[src/rtl/ex_alu_unit.sv]
`default_nettype none
// ============================================================================
// Module      : ex_alu_unit
// Description : Execute-stage arithmetic unit. Add/sub/and/or resolve
//               combinationally in the issue cycle; mul runs on an iterative
//               shift-add multiplier (XLEN iterations) and stalls the
//               pipeline until the product is presented in the DONE cycle.
// Revision    : 1.0 - initial release
// ============================================================================
module ex_alu_unit #(
    parameter int XLEN = 32
) (
    input  logic            clk_i,
    input  logic            rst_i,      // asynchronous, active-low
    input  logic            valid_i,
    input  logic            flush_i,
    input  logic [2:0]      ALUCtrl_i,
    input  logic [XLEN-1:0] data1_i,
    input  logic [XLEN-1:0] data2_i,
    output logic [XLEN-1:0] data_o,
    output logic            zero_o,
    output logic            stall_o,
    output logic            busy_o
);

    // Iteration counter only needs to reach XLEN-1.
    localparam int               CNT_W    = (XLEN > 1) ? $clog2(XLEN) : 1;
    localparam logic [CNT_W-1:0] CNT_LAST = CNT_W'(XLEN - 1);
    localparam logic [CNT_W-1:0] CNT_ONE  = CNT_W'(1);

    // ALU control codes.
    localparam logic [2:0] OP_ADD = 3'b001;
    localparam logic [2:0] OP_SUB = 3'b010;
    localparam logic [2:0] OP_AND = 3'b011;
    localparam logic [2:0] OP_OR  = 3'b100;
    localparam logic [2:0] OP_MUL = 3'b110;

    // Multiplier FSM encoding.
    localparam logic [1:0] S_IDLE = 2'b00;
    localparam logic [1:0] S_BUSY = 2'b01;
    localparam logic [1:0] S_DONE = 2'b10;

    logic [1:0]      state_q,  state_d;
    logic [XLEN-1:0] acc_q,    acc_d;
    logic [XLEN-1:0] mcand_q,  mcand_d;
    logic [XLEN-1:0] mplier_q, mplier_d;
    logic [CNT_W-1:0] cnt_q,   cnt_d;

    logic            is_mul;
    logic            mul_issue;
    logic            in_idle;
    logic            in_busy;
    logic [XLEN-1:0] alu_result;

    assign is_mul    = (ALUCtrl_i == OP_MUL);
    // A flush in the same cycle as a new mul wins: nothing is issued.
    assign mul_issue = valid_i & is_mul & ~flush_i;
    assign in_idle   = (state_q == S_IDLE);
    assign in_busy   = (state_q == S_BUSY);

    // Single-cycle datapath; mul and invalid codes produce zero here so that
    // the issue cycle of a mul shows 0 while the pipeline is stalled.
    always_comb begin
        alu_result = '0;
        case (ALUCtrl_i)
            OP_ADD:  alu_result = data1_i + data2_i;
            OP_SUB:  alu_result = data1_i - data2_i;
            OP_AND:  alu_result = data1_i & data2_i;
            OP_OR:   alu_result = data1_i | data2_i;
            default: alu_result = '0;
        endcase
    end

    // Multiplier next-state: load operands at issue, one shift-add per BUSY
    // cycle, a single DONE cycle to present the product, flush overrides all.
    always_comb begin
        state_d  = state_q;
        acc_d    = acc_q;
        mcand_d  = mcand_q;
        mplier_d = mplier_q;
        cnt_d    = cnt_q;
        case (state_q)
            S_IDLE: begin
                if (mul_issue) begin
                    state_d  = S_BUSY;
                    mcand_d  = data1_i;
                    mplier_d = data2_i;
                    acc_d    = '0;
                    cnt_d    = '0;
                end
            end
            S_BUSY: begin
                if (mplier_q[0]) begin
                    acc_d = acc_q + mcand_q;
                end
                mcand_d  = mcand_q << 1;
                mplier_d = mplier_q >> 1;
                cnt_d    = cnt_q + CNT_ONE;
                if (cnt_q == CNT_LAST) begin
                    state_d = S_DONE;
                end
            end
            S_DONE: begin
                state_d = S_IDLE;
            end
            default: begin
                state_d = S_IDLE;
            end
        endcase
        // acc is deliberately left alone: it is only ever shown in DONE,
        // which cannot be reached again without a fresh issue clearing it.
        if (flush_i) begin
            state_d = S_IDLE;
            cnt_d   = '0;
        end
    end

    // Multiplier state registers with asynchronous active-low reset.
    always_ff @(posedge clk_i or negedge rst_i) begin
        if (!rst_i) begin
            state_q  <= S_IDLE;
            acc_q    <= '0;
            mcand_q  <= '0;
            mplier_q <= '0;
            cnt_q    <= '0;
        end else begin
            state_q  <= state_d;
            acc_q    <= acc_d;
            mcand_q  <= mcand_d;
            mplier_q <= mplier_d;
            cnt_q    <= cnt_d;
        end
    end

    // Result mux: the product is visible only in DONE; BUSY shows 0 so a
    // partial accumulator never leaks onto the result bus.
    always_comb begin
        data_o = alu_result;
        case (state_q)
            S_BUSY:  data_o = '0;
            S_DONE:  data_o = acc_q;
            default: data_o = alu_result;
        endcase
    end

    assign zero_o  = (data_o == '0);
    // Stall is forced low while reset is asserted, since an issue condition
    // on the inputs must not freeze the pipeline during reset.
    assign stall_o = rst_i & ((in_idle & mul_issue) | (in_busy & ~flush_i));
    assign busy_o  = ~in_idle;

endmodule
`default_nettype wire

[config.mk]
export PLATFORM = sky130hd
export DESIGN_NAME = ex_alu_unit
export DESIGN_NICKNAME = d
export VERILOG_FILES = /design/src/rtl/ex_alu_unit.sv
export SDC_FILE = /design/constraint.sdc
export NUM_CORES = 1
export LEC_CHECK = 0
export ABC_AREA = 0
export BUFFER_PORTS_ARGS = -buffer_cell sky130_fd_sc_hd__buf_4
export CAP_MARGIN = 40
export CORE_AREA = 2 2 205 106
export CTS_CLUSTER_DIAMETER = 80
export DETAILED_ROUTE_END_ITERATION = 7
export DIE_AREA = 0 0 207 108
export PLACE_DENSITY_LB_ADDON = 0.12
export SLEW_MARGIN = 40
export SYNTH_ARGS = -nofsm -noshare
export SYNTH_HDL_FRONTEND = slang
export SYNTH_SLANG_ARGS = --single-unit
[constraint.sdc]
create_clock -name clk_i -period 8.8 [get_ports clk_i]
set_input_delay 1.76 -clock clk_i [delete_from_list [all_inputs] [get_ports clk_i]]
set_output_delay 1.76 -clock clk_i [all_outputs]
set_load 0.02 [all_outputs]
==> metrics.txt <==
status=finished clean; slew margin rel.=between 40% and 50%; Peak Freq=between 0.1 and 0.15 GHz; Clock power frac=between 10% and 20%; Comb power frac=a little under half; HP Class=register to register; Detailed Place HPWL=27.9 mm; WL per Instance=around 23 um; crit-path leading delay family=simple AND/OR/NAND/NOR gates; R2R cell count=12; power density over the cells=slightly above 200 nW/um^2; Initial Utilization=about half; fin area=11400 sq um; most frequent cells in the layout=166 x nand2_1, 117 x buf_4, 116 x o21ai_0; Worst Path Arrival=between 6 and 7 ns; predominant post-synthesis flop cell=dfrtp_1; commonest non-fill, non-tap cell in the layout=nand2_1; Async SR Flop Fraction=100%; post-synth net total=1402; Mean Syn Cell Area=8.05 sq um; Mapped Area=about 10000 sq um; total of max-cap violations=0; Clock Pin Slew Worst Setup and Hold Paths=0.06 ns; final setup skew=0.0131 ns; reg-to-reg slack, setup=5.06 ns; Worst-Margin Slew=~0.84 ns; Worst R2R Start=acc_q[0]$_DFFE_PN0P_; vias in the first global route=9122; Setup crit start kind=primary input; PostCTS Resize Cnt=0; Clk Latency, worst-skew pair=~0.38 ns; DRC=0; CP Buf/Inv Count=5; # diodes=0; Net Switching=between 0.0009 and 0.001 W; worst path cell trace=buf_4 > inv_1 > ha_1 > nand3_1 > nor4_1 > buf_4 > nand2_1 > nor2_1 > nand2_1 > nor2_1 > a21oi_1 > xnor2_1 > ha_1 > inv_1 > nor3_1 > nand3_1 > a2111oi_2 > a211o_1 > nor4b_1 > a211o_2 > nor4_1 > nand4b_1 > nor4_2 > buf_4; CP max stage cell=ha_1; die area=22400 sq um; hold_buf cts=0; wirelength, routed=36.1 mm; most frequent CP cell=buf_4; Placer Congestion=between 0.9 and 1; first-pass GRT wire length=around 55 mm; vias per cell=approximately 6.3; final setup vio count=0; Seq cells post-synth=approximately 100; fillcell total=about 2000; critical path peak fanout=7; Fin. Hold Viols=0; largest net degree at the start of global routing=~130; cts bufs inserted=9; CP endpoint kind=output pin; CTS tree=done; hold_ws=around 0.48 ns; Clock Sink Count=roughly 100; setup tns final=0 ns; fin crit share=a little over nine tenths; Syn. warnings=0; Clock Tree Buf Depth=2; hold path depth=2; Crit path largest cell delay=0.39 ns; Global Route Usage Sum=roughly 32%; Hold Crit Start=mplier_q[16]$_DFFE_PN0P_; ANT nets after route=0; core area=slightly above 20000 sq um; Tmin final=8.38 ns; Die Y=roughly 110 um; Pleak=between 5 and 6 nW; initial antenna violation count=0; DR vias=between 10000 and 15000; CTS H-tree lvls=3; R2R Path End=acc_q[26]$_DFFE_PN0P_; Final nets=roughly 1500; First DRT Iteration DRCs=roughly 1100; I/O Buffers=roughly 110; critical path class=primary input to output pin; share of cells above drive strength 1=a little over an eighth; max-slew violations=0; VDD IR max=0.111 mV; Cell Area, Placed=11100 sq um; Post-CTS Setup Inserts=0; sequential area share after synthesis=25.5%; clk root buf=clkbuf_16; Worst Setup SP=data2_i[0]; I/O pin total=roughly 110; number of enable flip-flop cells after synthesis=0; sequential share of power=between 30% and 40%; Hold Path End=mplier_q[16]$_DFFE_PN0P_; GRT overflow=0; RSZ-0062 raised after global routing=no; internal power=~0.0013 W; Rows=37; Net Sw Frac=between 40% and 50%; DRT Pass-1 Iters=5; die width=approximately 210 um; CP Data Required Time=roughly 7 ns; synthesis-to-finish area growth=12.7%; final core utilization=a little under three fifths; Synth cell types=slightly above 90; cell count after synthesis=between 1000 and 1500
worst register-to-register path, cell delays in order, from the launching register on:
cell	delay (ns)
dfrtp_1	0.47
ha_1	0.27
fa_1	0.41
a21o_1	0.17
a21oi_1	0.21
nor2_1	0.11
o31ai_2	0.39
o22ai_1	0.22
o311a_1	0.41
a2111oi_4	0.48
o21bai_1	0.15
xor2_1	0.15
a22o_1	0.20
layout make-up:
class,count,area (sq um),share of cell area (%)
clock buffers,12,256,2.25
well taps,273,342,2.99
multi-input cells,1046,7160,62.8
clock inverters,3,26.3,0.230
flip-flops and latches,103,2580,22.6
inverters,39,146,1.28
repair buffers,119,901,7.90
how the worst max path moves through the flow:
stage,cells past startpoint,end,slack [ns]
detailed placement,24,zero_o,0.57
global route,24,zero_o,0.01
finish,24,zero_o,0.42
floorplan,20,zero_o,1.15
CTS,24,zero_o,0.52
global placement,24,zero_o,0.67
per-layer routing:
| metal | track usage [%] | vias to the layer above | wire length, um |
|---|---|---|---|
| li1 | - | 4752 | - |
| met1 | 49.7 | 4907 | 17600 |
| met2 | 43.5 | 410 | 13900 |
| met3 | 11.4 | 34 | 4170 |
| met4 | 5.05 | 0 | 410 |
| met5 | 0 | - | 0 |
logic make-up (layout without fill, tap and decap cells):
family | after synthesis | in the layout | synth area share [%]
multiplexers | 74 | 74 | 7.34
AO/OA/AOI/OAI | 429 | 429 | 28.5
buffers and inverters | 109 | 173 | 4.25
XOR/XNOR | 72 | 72 | 6.23
AND/OR/NAND/NOR | 398 | 398 | 19.1
adder cells (fa/ha/maj) | 73 | 73 | 9.17
flip-flops | 103 | 103 | 25.5
state kept, by name, summed over array words and instances, names as in the netlist:
| name | cells |
|---|---|
| mplier_q | 32 |
| acc_q | 32 |
| cnt_q | 5 |
| state_q | 2 |
| mcand_q | 32 |
stage by stage:
stage                     std cells  total power, W  setup slack (ns)
final                          1595         0.00229             0.423
after CTS                      1595         0.00228             0.524
after detailed placement       1580         0.00187             0.570
after global placement         1580         0.00184             0.668
after global routing           1595         0.00246            0.0140
after floorplan                1258         0.00153              1.15
synth_stat cells (all sizes together), types with 9 or more instances:
cell / instances / share of area, %
a211oi: 13 / 1.0
a21o: 29 / 2.2
a21oi: 107 / 5.5
a22o: 21 / 1.8
a22oi: 22 / 1.6
a31oi: 9 / 0.56
and2: 10 / 0.62
and3: 11 / 0.68
buf: 14 / 0.72
clkbuf: 56 / 2.1
dfrtp: 103 / 25
ha: 71 / 8.8
inv: 39 / 1.4
mux2i: 72 / 7.1
nand2: 166 / 6.2
nand2b: 17 / 1.1
nand3: 22 / 1.1
nand4: 10 / 0.62
nor2: 73 / 2.7
nor2b: 12 / 0.74
nor3: 19 / 0.94
nor3b: 10 / 0.79
nor4: 10 / 0.68
o21a: 9 / 0.67
o21ai: 120 / 6.0
o21bai: 11 / 0.82
o31ai: 15 / 1.2
xnor2: 50 / 4.3
xor2: 22 / 1.9
power groups by stage:
stage               combinational [W]  clock (W)  sequential (W)
finish                        0.00109   0.000408        0.000794
floorplan                    0.000796          0        0.000736
global placement              0.00105          0        0.000792
CTS                           0.00108   0.000416        0.000790
detailed placement            0.00107          0        0.000799
global route                  0.00121   0.000436        0.000816
Power figures use the tool's default switching activity.
